`src/rtl/svc_delay_pipe.sv`:
```
// svc_delay_pipe: elastic DEPTH-stage valid/ready delay line.
//   clk, rst           clock, synchronous active-high reset
//   in_valid/in_ready  upstream handshake, in_data word
//   out_valid/out_ready downstream handshake, out_data word (registered)
//   occupancy          number of valid stages, 0..DEPTH
// Note: out_ready reaches in_ready through a combinational advance chain.
module svc_delay_pipe #(
  parameter int unsigned DEPTH = 2,
  parameter int unsigned WIDTH = 8,
  parameter int unsigned OCC_W = $clog2(DEPTH + 1)
) (
  input  logic             clk,
  input  logic             rst,
  input  logic             in_valid,
  output logic             in_ready,
  input  logic [WIDTH-1:0] in_data,
  output logic             out_valid,
  input  logic             out_ready,
  output logic [WIDTH-1:0] out_data,
  output logic [OCC_W-1:0] occupancy
);

  logic [DEPTH-1:0]            v_q, v_d;
  logic [DEPTH-1:0][WIDTH-1:0] d_q, d_d;
  logic [OCC_W-1:0]            occ_q, occ_d;
  logic [DEPTH:0]              adv;
  logic                        in_xfer, out_xfer;

  // Stage k advances when empty or when the stage after it advances,
  // so bubbles collapse even while the output is stalled.
  always_comb begin
    adv        = '0;
    adv[DEPTH] = out_ready;
    for (int unsigned i = 0; i < DEPTH; i++) begin
      adv[DEPTH-1-i] = !v_q[DEPTH-1-i] || adv[DEPTH-i];
    end
  end

  assign in_ready  = adv[0];
  assign out_valid = v_q[DEPTH-1];
  assign out_data  = d_q[DEPTH-1];
  assign occupancy = occ_q;
  assign in_xfer   = in_valid && adv[0];
  assign out_xfer  = v_q[DEPTH-1] && out_ready;

  always_comb begin
    v_d = v_q;
    d_d = d_q;
    if (adv[0]) begin
      v_d[0] = in_valid;
      if (in_valid) d_d[0] = in_data;
    end
    for (int unsigned k = 1; k < DEPTH; k++) begin
      if (adv[k]) begin
        v_d[k] = v_q[k-1];
        if (v_q[k-1]) d_d[k] = d_q[k-1];
      end
    end
  end

  always_comb begin
    occ_d = occ_q;
    case ({in_xfer, out_xfer})
      2'b10:   occ_d = occ_q + OCC_W'(1);
      2'b01:   occ_d = occ_q - OCC_W'(1);
      default: occ_d = occ_q;
    endcase
  end

  always_ff @(posedge clk) begin
    if (rst) begin
      v_q   <= '0;
      d_q   <= '0;
      occ_q <= '0;
    end else begin
      v_q   <= v_d;
      d_q   <= d_d;
      occ_q <= occ_d;
    end
  end

endmodule

```
`config.mk`:
```
export PLATFORM = sky130hd
export DESIGN_NAME = svc_delay_pipe
export DESIGN_NICKNAME = d
export VERILOG_FILES = /design/src/rtl/svc_delay_pipe.sv
export SDC_FILE = /design/constraint.sdc
export NUM_CORES = 1
export LEC_CHECK = 0
export BUFFER_PORTS_ARGS = -buffer_cell sky130_fd_sc_hd__buf_2
export CORE_MARGIN = 5
export CORE_UTILIZATION = 50
export DETAILED_ROUTE_END_ITERATION = 8
export PLACE_DENSITY = 0.76
export SETUP_SLACK_MARGIN = 0.15
export SLEW_MARGIN = 40
export SYNTH_ARGS = -nofsm -noshare
export SYNTH_HDL_FRONTEND = slang
export SYNTH_SLANG_ARGS = --single-unit
```
`constraint.sdc`:
```
create_clock -name clk -period 2.35 [get_ports clk]
set_clock_uncertainty 0.15 [all_clocks]
set_input_delay 0.235 -clock clk [delete_from_list [all_inputs] [get_ports clk]]
set_output_delay 0.235 -clock clk [all_outputs]
set_load 0.05 [all_outputs]
```
==> impl_metrics.tcl <==
set metrics [dict create \
    run_status "finished, final reports clean" \
    power.net_switching_uw 182.0 \
    first_global_vias 618 \
    grt_start_max_net_pins 29 \
    fp.coreArea_sq_um 1727 \
    design.final.nets 128 \
    dr.pass1.iters 4 \
    pwr-share-seq_pct 49.5 \
    global_route.peak_usage_layer "met2" \
    combPwrFrac_pct 13.9 \
    globalplace.congestion 0.7775 \
    internal_power_uw 568.2 \
    post_cts.repair.setup_buffers 0 \
    synth_cell_type_count 19 \
    yosys_warning_count 0 \
    drtIter0Drc 8 \
    die_w_um 52.39 \
    remaining_global_route_overflow 0 \
    cap_violations 0 \
    seq_area_sq_um 400.4 \
    setup_ws_ns 0.4627 \
    wl_per_cell_um 11.07 \
    synth_top_flop_cell "dfxtp_1" \
    hold-worst-slack_ns 0.03028 \
    worst-setup-path-type "reg2reg" \
    timing.critical_path.required_ns 2.43 \
    rows 15 \
    layout.cells.non_filler 139 \
    cts_tree "yes" \
    syn2layout_area_growth_pct 13.09 \
    netlist.area_leader.share_pct 44.57 \
    synth.most_common_cell "dfxtp_1" \
    die_ar_sq_um 2744 \
    rsz0062_at_grt "false" \
    num-fill-cells 175 \
    timing.critical_path.arrival_ns 1.96 \
    yosys-top-cells-area "dfxtp_1, nand2b_1, mux2i_1" \
    final_number_of_max_transition_violations 0 \
    timing.critical_path.from_type "flop" \
    setup-tns-final_ns 0 \
    die_height_um 52.39 \
    hp-class "in2reg" \
    root_buffer "clkbuf_4" \
    cts_htree_levels 1 \
    post_cts.resized_instances 0 \
    postRouteWirelength_mm 1.539 \
    setup_viol 0 \
    timing.critical_path.to_type "flop" \
    synthTopCellsByCount "dfxtp_1, nand2b_1, a21oi_1" \
    worst-slew-pin-transition_ns 0.3804 \
    pwr-share-clk_pct 36.6 \
    finalWorstPathRequiredPeriod_ns 1.887 \
    io_pins 24 \
    n_antenna_cell 0 \
    clk_transition_reported_paths_ns 0.11 \
    dpl.hpwl_mm 1.167 \
    period_share_pct 80.31 \
    clock_tree.buffer_depth 2 \
    ys_ff_latch 20 \
    placement.cell_area_sq_um 963.4 \
    synth_area_per_cell_sq_um 8.984 \
    power-per-cell-area_nw_per_um2 738.4 \
    synth_nets 113 \
    numCtsBuffers 3 \
    synth_edf_count 0 \
    maxClockFrequency_mhz 529.9 \
    timing.critical_path.fanout_max 4 \
    cts.hold.buffers_added 0 \
    maximum_vdd_drop_v 0.0003820 \
    synth_seq_area_share_pct 44.57 \
    dr_total_vias 668 \
    floorplan.initialDensity_pct 52.03 \
    synthArstFlopShare_pct 0 \
    footprint_of_the_multi_input_gates_sq_um 394.1 \
    placed_cells_incl_taps 135 \
    layout.cell_area.non_filler_sq_um 1016 \
    synth_area_leader_cell "dfxtp_1" \
    post_route_cells_drive_above_1_share_pct 25.44 \
    pre_cts_slack_ns 0.5461 \
    switch_share_pct 24.26 \
    globalRouteMet1Util_pct 15.71 \
    placement.io_buffers 23 \
    clock_sinks 20 \
    finalHoldViolCount 0 \
    gr-usage-all-layers_pct 12.58 \
    relSlewSlack_pct 74.64 \
    power.total_uw 750.2 \
    drt_drc_violations_left 0 \
    ant_nets 0 \
    postSynthCellCount 100 \
    initial_antenna_violation_count 0 \
    p_leak_nw 0.4448 \
    grtUsageMet2_pct 20.87 \
    utilization_pct 58.84 \
    r2r_setup_slack_ns 0.46 \
    worstSkewPairLatency_ns 0.29 \
    mappedNetlistArea_sq_um 898.4 \
    grt_util_met3_pct 2.564 \
    drt-vias-per-instance 4.806 \
    grt_first_pass_wirelength_mm 2.608 \
]
cell usage in the layout (no fill, tap or decap), drive strengths merged:
cell and instances:
a21boi 1, a21oi 11, and2 1, buf 25
bufinv 1, clkbuf 3, dfxtp 20, ha 1
inv 2, mux2i 8, nand2 1, nand2b 17
nand3 8, nor2 2, nor2b 1, o21ai 9
or3 1, xnor2 1, xor2 1
registers in the layout, summed over array words and instances, names as in the netlist:
register   cells
v_q            2
occupancy      2
d_q            8
out_data       8
power by group through the flow:
stage               clock, mW  combinational [mW]  sequential [mW]
finish                  0.275               0.104            0.371
global route            0.299               0.115            0.375
CTS                     0.283               0.105            0.372
detailed placement          0               0.105            0.379
global placement            0               0.103            0.378
floorplan                   0              0.0689            0.393
critical path: stages (launching register included):
cell and delay (ns):
dfxtp_1 0.34, nor2b_1 0.14, a21boi_0 0.27, inv_1 0.08, ha_1 0.34, or3_1 0.38
a21oi_1 0.13
cell type report:
type                       count  share of cell area (%)
clock inverter                 1                   2.956
multi-input combinational     63                   38.79
timing repair buffer          25                   12.81
clock buffer                   3                   2.217
sequential                    20                   39.41
tap                           25                   3.079
inverter                       2                  0.7389
final timing paths:
| check | startpoint | endpoint | cells after the start |
|---|---|---|---|
| max | v_q[1] | occupancy[1] | 6 |
| min | in_valid | v_q[0] | 3 |
| max reg2reg | v_q[1] | occupancy[1] | 6 |
| min reg2reg | out_data[7] | out_data[7] | 2 |
metal layers:
layer,vias to the layer above,routed length [um]
met5,-,0
met4,0,14
met3,2,104
met2,15,721
met1,302,698
li1,349,-
cells by family (layout without fill, tap and decap cells):
group | count (synthesis) | after routing | synth area share [%]
fa+ha+maj | 1 | 1 | 1.393
flops | 20 | 20 | 44.57
simple gates | 31 | 31 | 19.64
compound gates | 21 | 21 | 11.98
xor+xnor | 2 | 2 | 1.950
mux | 8 | 8 | 8.914
buf+inv | 17 | 31 | 11.56
Power figures use the tool's default switching activity.
